===== config.mk =====
export PLATFORM = sky130hd
export DESIGN_NAME = resiz_cycle_seq
export DESIGN_NICKNAME = d
export VERILOG_FILES = /design/src/rtl/resiz_cycle_seq.sv
export SDC_FILE = /design/constraint.sdc
export NUM_CORES = 1
export LEC_CHECK = 0
export ABC_AREA = 1
export BUFFER_PORTS_ARGS = -buffer_cell sky130_fd_sc_hd__buf_2
export CAP_MARGIN = 20
export CORE_MARGIN = 2
export CORE_UTILIZATION = 54
export DETAILED_ROUTE_END_ITERATION = 16
export MAX_ROUTING_LAYER = met4
export PLACE_DENSITY = 0.72
export SETUP_SLACK_MARGIN = 0.3
export SKIP_LAST_GASP = 1
export SYNTH_ARGS = -nofsm -noshare
export SYNTH_HDL_FRONTEND = slang
export SYNTH_SLANG_ARGS = --single-unit

===== constraint.sdc =====
create_clock -name clk -period 3 [get_ports clk]
set_clock_uncertainty 0.1 [all_clocks]
set_input_delay 0.75 -clock clk [delete_from_list [all_inputs] [get_ports clk]]
set_output_delay 0.75 -clock clk [all_outputs]
set_load 0.01 [all_outputs]

===== src/rtl/resiz_cycle_seq.sv =====
// Bus cycle sequencer for SRAM/COM peripherals behind the 68150 dynamic bus resizer.
// Counts wait states and DSACK length per resizer beat and aborts stalled strobes.
module resiz_cycle_seq #(
  parameter int RAM_WAIT = 5,
  parameter int COM_WAIT = 9,
  parameter int ACK_LEN  = 2,
  parameter int TIMEOUT  = 255
) (
  input  logic       clk,
  input  logic       rst,
  input  logic       start,
  input  logic       target,
  input  logic [1:0] siz,
  input  logic       resiz_ds_n,
  output logic       resiz_cs,
  output logic       ram_cs,
  output logic       com_cs,
  output logic [1:0] dsack_n,
  output logic       busy,
  output logic       done,
  output logic       err
);

  typedef enum logic [2:0] {IDLE, WAIT_DS, COUNT, ACK, RELEASE, DONE, ERR} state_t;

  localparam logic [7:0] RAM_LAST = (RAM_WAIT > 0) ? 8'(RAM_WAIT - 1) : 8'd0;
  localparam logic [7:0] COM_LAST = (COM_WAIT > 0) ? 8'(COM_WAIT - 1) : 8'd0;
  localparam logic [7:0] ACK_LAST = (ACK_LEN > 1) ? 8'(ACK_LEN - 1) : 8'd0;
  localparam logic [7:0] TMO_LIM  = 8'(TIMEOUT);

  state_t     state;
  logic       tgt;
  logic [2:0] beats;
  logic [7:0] tmo;
  logic [7:0] wcnt;
  logic [7:0] acnt;

  logic [2:0] start_beats;
  logic       start_illegal;
  logic       wait_zero;
  logic [7:0] wait_last;
  logic [7:0] tmo_inc;
  logic       tmo_hit;
  logic [1:0] ack_code;

  // Beats needed to move the CPU operand through the port; the 8-bit port cannot carry a line.
  always_comb begin
    start_illegal = 1'b0;
    case (siz)
      2'b00:   start_beats = target ? 3'd4 : 3'd2;
      2'b01:   start_beats = 3'd1;
      2'b10:   start_beats = target ? 3'd2 : 3'd1;
      default: begin
        start_beats   = 3'd2;
        start_illegal = target;
      end
    endcase
  end

  assign wait_zero = tgt ? (COM_WAIT == 0) : (RAM_WAIT == 0);
  assign wait_last = tgt ? COM_LAST : RAM_LAST;
  assign tmo_inc   = (tmo == 8'hFF) ? tmo : tmo + 8'd1;
  assign tmo_hit   = (TIMEOUT != 0) && (tmo_inc == TMO_LIM);
  assign ack_code  = tgt ? 2'b10 : 2'b01;

  assign ram_cs = resiz_cs & ~tgt & ~resiz_ds_n;
  assign com_cs = resiz_cs &  tgt & ~resiz_ds_n;

  always_ff @(posedge clk) begin
    if (rst) begin
      state    <= IDLE;
      tgt      <= 1'b0;
      beats    <= 3'd0;
      tmo      <= 8'd0;
      wcnt     <= 8'd0;
      acnt     <= 8'd0;
      resiz_cs <= 1'b0;
      dsack_n  <= 2'b11;
      busy     <= 1'b0;
      done     <= 1'b0;
      err      <= 1'b0;
    end else begin
      done <= 1'b0;
      err  <= 1'b0;
      case (state)
        IDLE: begin
          if (start) begin
            tgt   <= target;
            beats <= start_beats;
            tmo   <= 8'd0;
            busy  <= 1'b1;
            if (start_illegal) begin
              state <= ERR;
              err   <= 1'b1;
            end else begin
              state    <= WAIT_DS;
              resiz_cs <= 1'b1;
            end
          end
        end
        WAIT_DS: begin
          if (!resiz_ds_n) begin
            wcnt <= 8'd0;
            acnt <= 8'd0;
            if (wait_zero) begin
              state   <= ACK;
              dsack_n <= ack_code;
            end else begin
              state <= COUNT;
            end
          end else begin
            tmo <= tmo_inc;
            if (tmo_hit) begin
              state    <= ERR;
              resiz_cs <= 1'b0;
              err      <= 1'b1;
            end
          end
        end
        COUNT: begin
          if (wcnt == wait_last) begin
            state   <= ACK;
            acnt    <= 8'd0;
            dsack_n <= ack_code;
          end else begin
            wcnt <= wcnt + 8'd1;
          end
        end
        ACK: begin
          if (acnt == ACK_LAST) begin
            state   <= RELEASE;
            tmo     <= 8'd0;
            dsack_n <= 2'b11;
          end else begin
            acnt <= acnt + 8'd1;
          end
        end
        // The strobe level seen here is what ends the beat, regardless of earlier toggles.
        RELEASE: begin
          if (resiz_ds_n) begin
            beats <= beats - 3'd1;
            if (beats <= 3'd1) begin
              state    <= DONE;
              resiz_cs <= 1'b0;
              done     <= 1'b1;
            end else begin
              state <= WAIT_DS;
              tmo   <= 8'd0;
            end
          end else begin
            tmo <= tmo_inc;
            if (tmo_hit) begin
              state    <= ERR;
              resiz_cs <= 1'b0;
              err      <= 1'b1;
            end
          end
        end
        DONE, ERR: begin
          state <= IDLE;
          busy  <= 1'b0;
        end
        default: begin
          state    <= IDLE;
          resiz_cs <= 1'b0;
          dsack_n  <= 2'b11;
          busy     <= 1'b0;
        end
      endcase
    end
  end

endmodule


# Word-level counts from Yosys, hierarchy flattened
# Index checks and enable logic that the tools add are counted.
[word_totals]
input_bits = 7
elab_cells = 119
reg_bits = 37
out_inout_bits = 8
[op_classes]
eq_ne = 23
n_bitwise = 10
reduce_logical = 20
mux = 50
magnitude_cmp = 1
n_addsub = 4
[op_table]
columns = ["op", "n"]
rows = [
  ["8-bit 2-to-1 mux", 10],
  ["3-bit 2-to-1 mux", 11],
  ["8-bit case mux with 4 select lines", 1],
  ["8-bit by 1-bit adder with 8-bit output (second input constant)", 3],
  ["8-bit case mux with 3 select lines", 1],
  ["2-bit != test (second input constant)", 9],
  ["8-bit == test (second input constant)", 2],
  ["8-bit case mux with 2 select lines", 1],
  ["3-bit case mux with 5 select lines", 1],
  ["1-bit 2-to-1 mux", 14],
  ["3-bit AND reduction", 4],
  ["5-bit AND reduction", 2],
  ["3-bit == test (second input constant)", 3],
  ["3-bit case mux with 3 select lines", 1],
  ["8-bit by 1-bit == test with 1-bit output (second input constant)", 1],
  ["8-bit by 4-bit == test with 1-bit output", 1],
  ["2-bit 2-to-1 mux", 4],
  ["4-bit OR reduction", 2],
  ["3-bit by 2-bit == test with 1-bit output (second input constant)", 2],
  ["3-bit != test (second input constant)", 2],
  ["1-bit inverter", 6],
  ["2-bit case mux with 3 select lines", 1],
  ["3-bit case mux with 2 select lines", 1],
  ["3-bit OR reduction", 2],
  ["other kinds (18)", 23],
]

# Depth between registers and ports, before layout
# Gate-level depths: netlist of run 1.
[logic_depth]
depth_word = 6
mapped_depth = 14
ltp_nobuf = 14

# Worst setup path before layout of run 1
# Ideal clock, no wire load.
[synth_path]
path_type = "input to output"
start = "in resiz_ds_n"
end = "out com_cs"
slack_ns = 1.099
path_buffers = 0
arrival_ns = 1.051
required_ns = 2.150
cell_stages = 1
path_cell_list = "nor3_1"
[synth_via]
elab_chain_cells = 2
[synth_rtl]
columns = ["element", "line", "rtl"]
rows = [
  ["from (decl)", "14", "input logic resiz_ds_n,"],
  ["1-bit inverter (no line)", "n/a", ""],
  ["1-bit bitwise AND", "67", "assign com_cs = resiz_cs & tgt & ~resiz_ds_n;"],
  ["to (decl)", "17", "output logic com_cs,"],
]
# Every way passes these cells.

# Worst setup path after layout of run 1
# Same ends and word-level chain as after synthesis.

==> results of run 1 <==
worst min-delay path by stage:
stage                                        from                       to  cells after the start
after floorplan              acnt[7]$_SDFFE_PP0P_     acnt[7]$_SDFFE_PP0P_                      2
after global placement    dsack_n[1]$_SDFFE_PP1P_  dsack_n[1]$_SDFFE_PP1P_                      2
after detailed placement  dsack_n[0]$_SDFFE_PP1P_  dsack_n[0]$_SDFFE_PP1P_                      2
after CTS                 dsack_n[1]$_SDFFE_PP1P_  dsack_n[1]$_SDFFE_PP1P_                      2
after global routing        beats[2]$_SDFFE_PP0P_    beats[2]$_SDFFE_PP0P_                      2
final                     dsack_n[0]$_SDFFE_PP1P_  dsack_n[0]$_SDFFE_PP1P_                      2
cell families (layout without fill, tap and decap cells):
| family | Yosys count | in the layout | synth area share |
|---|---|---|---|
| flip-flops | 37 | 37 | 0.333 |
| XOR/XNOR | 6 | 6 | 0.0236 |
| AO/OA/AOI/OAI | 59 | 59 | 0.151 |
| adder cells (fa/ha/maj) | 7 | 7 | 0.0394 |
| AND/OR/NAND/NOR | 177 | 177 | 0.373 |
| buffers and inverters | 46 | 64 | 0.0799 |
power by group through the flow:
stage,combinational [mW],clock (mW),sequential [mW]
after detailed placement,0.542,0,0.625
after global routing,0.634,0.378,0.627
after floorplan,0.413,0,0.627
final,0.546,0.353,0.615
after CTS,0.544,0.365,0.615
after global placement,0.538,0,0.625
metrics by stage:
| stage | total power, mW | std cells |
|---|---|---|
| after detailed placement | 1.17 | 393 |
| after floorplan | 1.04 | 332 |
| after global placement | 1.16 | 393 |
| final | 1.51 | 400 |
| after CTS | 1.52 | 400 |
| after global routing | 1.64 | 400 |
state kept, by name, summed over array words and instances, names as in the netlist:
name and flops:
acnt 8, beats 3, busy 1, done 1
dsack_n 2, err 1, resiz_cs 1, state 3
tgt 1, tmo 8, wcnt 8
synthesized netlist by cell type, types with 2 or more instances:
library cell	number	area (sq um)
a211oi_1	3	22.5
a21oi_1	28	140
a2bb2oi_1	2	17.5
clkbuf_1	2	7.51
dfxtp_1	37	741
ha_1	7	87.6
inv_1	30	113
inv_2	11	41.3
nand2_1	77	289
nand2_2	5	31.3
nand3_1	27	135
nand4_1	8	50.1
nor2_1	29	109
nor2_2	3	18.8
nor2_4	2	22.5
nor3_1	10	50.1
nor3b_1	3	22.5
nor4_1	2	12.5
o211ai_1	3	22.5
o21ai_0	13	65.1
o21ai_1	4	20.0
o21bai_1	3	22.5
or2_2	5	31.3
xnor2_1	2	17.5
xor2_1	4	35.0
per-layer routing:
layer	vias to the layer above	part of all wire
met5	-	0
met4	0	0.018
met3	8	0.039
met2	41	0.45
met1	962	0.49
li1	1144	-
critical path, delay by kind of cell:
kind / cells / cell delay [ps]
buffers and inverters: 2 / 270
AND/OR/NAND/NOR: 1 / 170
final cells by class:
| cell class | count | share of cell area |
|---|---|---|
| well taps | 50 | 0.0257 |
| flip-flops and latches | 37 | 0.305 |
| inverters | 42 | 0.0649 |
| clock buffers | 7 | 0.0355 |
| multi-input cells | 249 | 0.537 |
| repair buffers | 15 | 0.0319 |
==> metrics, run 1 <==
final design utilization=0.612; synthesis warning total=0; maxcap violations=0; Max Root-Sink Buffers=2; worst r2r path cells=13; kind of critical path=in2out; DIE HEIGHT=68.2 um; Unique masters post-synth=37; synthesis-stage register bit count=37; Worst-path clk slew=70 ps; grt ovf=0; average cell area after synthesis=6.70 sq um; Root Buffer=clkbuf_8; Logic pwr share=0.360; Post-DP Area=2340 sq um; Netlist Area Pre-Place=2220 sq um; drc violations=0; number of gates resized after CTS=0; routed via count=2,155; status=finished clean; most frequent cells in the layout=nand2_1 (77), dfxtp_1 (37), inv_1 (30); critical path's largest stage delay=170 ps; Top FF cell, synth=dfxtp_1; worst endpoint required time=2150 ps; flop2flop setup slack=1050 ps; fin crit period=2050 ps; slack of the critical path=951 ps; critical path arrival=1200 ps; Avg WL per Cell=11.8 um; CTS tree=done; setup repair bufs after CTS=0; Die Span X=68.2 um; largest net degree at the start of global routing=24; Area growth syn-to-layout=9.29%; Top-Level Pins=15; gpl congestion=0.921; final wirelength=4740 um; Fin Setup TNS=0 ps; Max stage delay cell, worst path=nor3_1; HPWL Detailed=3510 um; Net Sw Frac=0.389; Leak=1.00 nW; most common cell after layout, fill and taps aside=nand2_1; area of the multi-input gates=1310 sq um; FMAX=488 MHz; worst reg2reg path endpoint=state[1]$_SDFFE_PP0P_; CTS H-tree depth=2; total track usage=0.235; Worst-Margin Slew=347 ps; Antenna Cells=0; CTS buffer count=5; Core ar.=3970 sq um; type of the most critical hold path=reg2reg; CP Max Fanout=5; GR Util met3=0.0444; Clock Sinks=37; fin. max-slew vios=0; 1st-iter DRT viols=170; R2R Path Start=tmo[0]$_SDFFE_PP0P_; vias in the first global route=1,888; final hold viol count=0; CP startpoint kind=input pin; NumNets Final=364; busiest grt layer=met2; Die ar.=4650 sq um; hold_buf cts=0; critical-path cell list=buf_2 > nor3_1 > buf_2; Most common cell on crit path=buf_2; layout cell share with drive strength beyond 1=0.149; Fin Hold WS=371 ps; Mapped Cells=332; internal power=0.925 mW; Clk pwr share=0.233; register area=741 sq um; first-pass GRT wire length=8050 um; peak supply drop=0.420 mV; antenna violations before repair=0; CP startpoint=resiz_ds_n; Port Buffers=14; crit end category=primary output; syn_nets=346; worst slack, placed=945 ps; DRT Pass-1 Iters=4; met2 Resource Use GR=0.379; Async SR Flop Fraction=0; Seq pwr share=0.406; Final ANT Viol Nets=0; initial cell density of the core=0.560; site row count=23; CP endpoint=com_cs; Final Instance Area=2430 sq um; Fillers=383; Power Density=623 nW/um^2; drt via density=5.39; worst slew slack as a fraction of its limit=0.767; post-route clock period utilization=0.683; RSZ-0062 raised after global routing=false; Post-synth EDFFs=0; sequential area share after synthesis=0.333; final number of setup-violating endpoints=0; worst skew pair latency=290 ps; GRT met1 Usage=0.294; switching power=0.590 mW
No activity file was read; power rests on OpenSTA's default activity.
==> run 2, diff against run 1 <==
PLACE_DENSITY = 0.75   (was 0.72)
clock period = 1.73 ns   (was 3 ns; I/O delays follow)
==> run 2 against run 1 <==
Die area unchanged. Setup slack got worse by 950 ps. Cell area grew 20%. Largest power group is now combinational logic. The run now ends with setup timing left. Register-to-register slack worse by 1100 ps. Core utilization up 12 points. Global-route usage up 3.2 points.
==> metrics, run 2 (synthesized netlist as in run 1, its figures left out) <==
Area growth syn-to-layout=30.7%; grt ovf=0; Worst-Margin Slew=345 ps; Worst-path clk slew=70 ps; Die Span X=68.2 um; NumNets Final=394; flop2flop setup slack=-4 ps; routed via count=2,346; CP Max Fanout=7; Max Root-Sink Buffers=2; failing checks=setup timing; layout cell share with drive strength beyond 1=0.354; Top-Level Pins=15; FMAX=577 MHz; Clk pwr share=0.204; Antenna Cells=0; internal power=1.87 mW; Core ar.=3970 sq um; worst skew pair latency=300 ps; fin. max-slew vios=0; type of the most critical hold path=in2reg; initial cell density of the core=0.560; switching power=1.22 mW; antenna violations before repair=0; worst slack, placed=-13.1 ps; status=complete, but fails checks; final design utilization=0.732; kind of critical path=reg2reg; maxcap violations=0; fin crit period=1730 ps; RSZ-0062 raised after global routing=true; Net Sw Frac=0.395; total track usage=0.267; gpl congestion=0.969; CTS H-tree depth=2; worst slew slack as a fraction of its limit=0.768; Leak=1.21 nW; final number of setup-violating endpoints=1; slack of the critical path=-3.85 ps; Clock Sinks=37; Fillers=325; most common cell after layout, fill and taps aside=nand2_1; CP startpoint kind=register; Die ar.=4650 sq um; hold_buf cts=0; Root Buffer=clkbuf_8; worst endpoint required time=1860 ps; site row count=23; HPWL Detailed=3820 um; CTS buffer count=5; crit end category=register; DIE HEIGHT=68.2 um; DRT Pass-1 Iters=4; Avg WL per Cell=13.3 um; largest net degree at the start of global routing=24; Seq pwr share=0.350; Logic pwr share=0.445; final wirelength=5750 um; Final ANT Viol Nets=0; peak supply drop=0.820 mV; drt via density=5.44; 1st-iter DRT viols=173; first-pass GRT wire length=9140 um; Power Density=1060 nW/um^2; post-route clock period utilization=1.00; Largest regs=acnt x8, tmo x8, wcnt x8; most frequent cells in the layout=nand2_1 (63), buf_4 (29), a21oi_1 (27); final hold viol count=0; CTS tree=done; vias in the first global route=2,093; critical path arrival=1860 ps; Port Buffers=14; drc violations=0
run 2: cell types whose count changed in the layout (fill, tap and decap cells not counted), moves of 4 or more:
cell,delta
nor2_4,+4
inv_2,+7
inv_1,-7
nand2_4,+4
nand3_1,-4
nor3_1,-4
dfxtp_2,+10
nand2_1,-14
nor2_1,-5
buf_4,+28
dfxtp_1,-13
nand2_2,+10
run 2: path summary, 6_finish.rpt:
check	endpoint	from	cells after the start
setup reg to reg	state[1]$_SDFFE_PP0P_	tmo[1]$_SDFFE_PP0P_	14
setup / recovery	state[1]$_SDFFE_PP0P_	tmo[1]$_SDFFE_PP0P_	14
hold / removal	err$_SDFF_PP0_	start	3
hold reg to reg	dsack_n[1]$_SDFFE_PP1P_	dsack_n[1]$_SDFFE_PP1P_	2
run 2: what timing repair did:
item / 4_1_cts / 5_1_grt
setup buffers: 14 / 1
pin swaps: 6 / 10
endpoints found under the setup margin: 36 / 40
resized for setup: 39 / 24
run 2: critical path, cell delays in order, from the launching register on:
cell     delay [ps]
dfxtp_4         360
ha_4            170
nand3_2          80
inv_2            60
nand2_4         110
nand2_2          60
nand2_2          80
nand2_2          70
nor2_4          140
nand2_4          80
nand2_2          60
nand2_1          40
nand2_1          50
nand2_1          50
a21oi_2         140
run 2: cell type report:
| type | instances | area [sq um] | area share |
|---|---|---|---|
| multi-input cells | 249 | 1500 | 0.516 |
| flip-flops and latches | 37 | 764 | 0.263 |
| repair buffers | 45 | 332 | 0.114 |
| inverters | 42 | 158 | 0.0543 |
| clock buffers | 8 | 90.1 | 0.0310 |
| well taps | 50 | 62.6 | 0.0215 |
run 2: power by group through the flow:
stage	Clock, mW	Combinational [mW]	Sequential, mW
finish	0.631	1.38	1.08
floorplan	0	0.719	1.09
CTS	0.638	1.28	1.07
global placement	0	1.07	1.08
detailed placement	0	1.08	1.08
global route	0.673	1.51	1.09
run 2: per-layer routing:
layer  up-vias  wire (um)  GRT usage
met5         -          0          -
met4         0        129     0.0825
met3        13        235     0.0493
met2        55       2840      0.430
met1      1078       2540      0.341
li1       1200          -          -
run 2: metrics by stage:
step | power (mW) | hold WS [ps] | area, sq um | std cells | setup TNS [ps]
after floorplan | 1.81 | 361 | 2260 | 332 | 0
after global placement | 2.14 | 336 | 2510 | 408 | 0
after detailed placement | 2.16 | 338 | 2510 | 408 | -13.1
after CTS | 2.99 | 346 | 2820 | 430 | 0
after global routing | 3.28 | 358 | 2910 | 431 | -1010
final | 3.09 | 348 | 2910 | 431 | -3.85
==> run 3, diff against run 2 <==
BUFFER_PORTS_ARGS = not set   (was -buffer_cell sky130_fd_sc_hd__buf_2)
DONT_BUFFER_PORTS = 1   (was not set)
PLACE_DENSITY = 0.72   (was 0.75)
==> run 3 against run 2 <==
The flow still finishes with violations (setup timing). Clock power grew 42%. Die area unchanged. Critical endpoint unchanged. Sequential share of layout area increased by 1.1 points. Power is 2.3% higher. Highest routed layer unchanged. Global-route usage down 0.98 points.
==> metrics, run 3 (synthesized netlist as in run 1, its figures left out) <==
CP startpoint kind=register; Avg WL per Cell=13.7 um; site row count=23; worst skew pair latency=290 ps; layout cell share with drive strength beyond 1=0.321; status=complete, but fails checks; busiest grt layer=met2; Max Root-Sink Buffers=2; 1st-iter DRT viols=115; Die Span X=68.2 um; Final Instance Area=2800 sq um; Die ar.=4650 sq um; most common cell after layout, fill and taps aside=nand2_1; CP Max Fanout=4; Port Buffers=0; NumNets Final=371; post-route clock period utilization=1.03; worst slew slack as a fraction of its limit=0.758; first-pass GRT wire length=8730 um; type of the most critical hold path=in2reg; Antenna Cells=0; initial cell density of the core=0.560; final number of setup-violating endpoints=1; largest net degree at the start of global routing=25; routed via count=2,256; FMAX=563 MHz; Final ANT Viol Nets=0; worst slack, placed=0.231 ps; antenna violations before repair=0; drt via density=5.53; RSZ-0062 raised after global routing=true; Cells after DPL=390; Root Buffer=clkbuf_8; drc violations=0; vias in the first global route=2,003; CTS tree=done; final hold viol count=0; DIE HEIGHT=68.2 um; Final Non-Filler Cells=408; fin. max-slew vios=0; HPWL Detailed=3770 um; grt ovf=0; gpl congestion=0.968; maxcap violations=0; Leak=1.10 nW; GRT met1 Usage=0.301; final wirelength=5580 um; Post-DP Area=2390 sq um; failing checks=setup timing; DRT Pass-1 Iters=4; CTS buffer count=5; fin crit period=1780 ps; most frequent cells in the layout=nand2_1 (64), inv_1 (26), a21oi_1 (26); kind of critical path=reg2reg; final design utilization=0.705; peak supply drop=0.835 mV; Area growth syn-to-layout=25.9%; Top-Level Pins=15; CTS H-tree depth=2; Core ar.=3970 sq um; total track usage=0.257; GR Util met3=0.0658; Worst-path clk slew=80 ps; Power Density=1130 nW/um^2; slack of the critical path=-46.0 ps; Worst Hold Depth=1; crit end category=register; hold_buf cts=0; Largest regs=acnt x8, tmo x8, wcnt x8; Tot Pwr=3.16 mW; Worst-Margin Slew=360 ps; met2 Resource Use GR=0.424; critical path arrival=1900 ps; Clock Sinks=37; worst r2r path cells=13; worst endpoint required time=1860 ps
-- run 3: cell types whose count changed in the layout (fill, tap and decap cells not counted), sizes merged --
cell,before,now
buf,45,22
clkbuf,8,5
bufinv,0,2
clkinv,1,2
-- run 3: power by group --
part | total (mW) | switching, mW | internal [mW] | leakage (nW)
Sequential | 1.12 | 0.132 | 0.983 | 0.308
Combinational | 1.15 | 0.699 | 0.450 | 0.724
Clock | 0.898 | 0.325 | 0.573 | 0.0681
Total | 3.16 | 1.16 | 2.01 | 1.10
-- run 3: final cells by class --
cell class | instances | area [sq um]
Timing Repair Buffer | 22 | 169
Clock inverter | 3 | 65.1
Multi-Input combinational cell | 249 | 1500
Fill cell | 336 | 1170
Tap cell | 50 | 62.6
Inverter | 42 | 165
Sequential cell | 37 | 768
Clock buffer | 5 | 68.8
-- run 3: repair_timing --
item / in CTS / in global routing
buffers inserted: 10 / 0
pin swaps: 8 / 12
gates resized for setup: 26 / 36
cloned: 0 / 0
setup endpoints to repair: 38 / 39
-- run 3: path summary, 6_finish.rpt --
| kind | startpoint | to | slack, ps |
|---|---|---|---|
| worst max register to register | tmo[0]$_SDFFE_PP0P_ | state[1]$_SDFFE_PP0P_ | -50 |
| worst min-delay path | rst | wcnt[4]$_SDFFE_PP0P_ | 100 |
| worst max-delay path | tmo[0]$_SDFFE_PP0P_ | state[1]$_SDFFE_PP0P_ | -50 |
| worst min register to register | acnt[7]$_SDFFE_PP0P_ | acnt[7]$_SDFFE_PP0P_ | 390 |
-- run 3: per-stage QoR --
stage                     hold WS (ps)  TNS [ps]
after floorplan                    361         0
after global placement             369    -0.873
after detailed placement           374         0
after CTS                         82.9         0
after global routing              68.2      -485
final                             95.3     -46.0
-- run 3: critical path, cell delays in order, from the launching register on --
cell,delay [ps]
dfxtp_4,360
buf_4,130
inv_1,70
nor2_2,170
nand3_2,120
nand3_4,100
nand2_2,70
nor2_4,140
nand2_4,80
nand2_1,70
nand2_1,40
nand2_1,50
nand2_1,60
a21oi_2,140
-- run 3: layer usage --
metal | up-vias | routed length (um)
met5 | - | 0
met4 | 0 | 108
met3 | 10 | 207
met2 | 47 | 2770
met1 | 1036 | 2490
li1 | 1163 | -
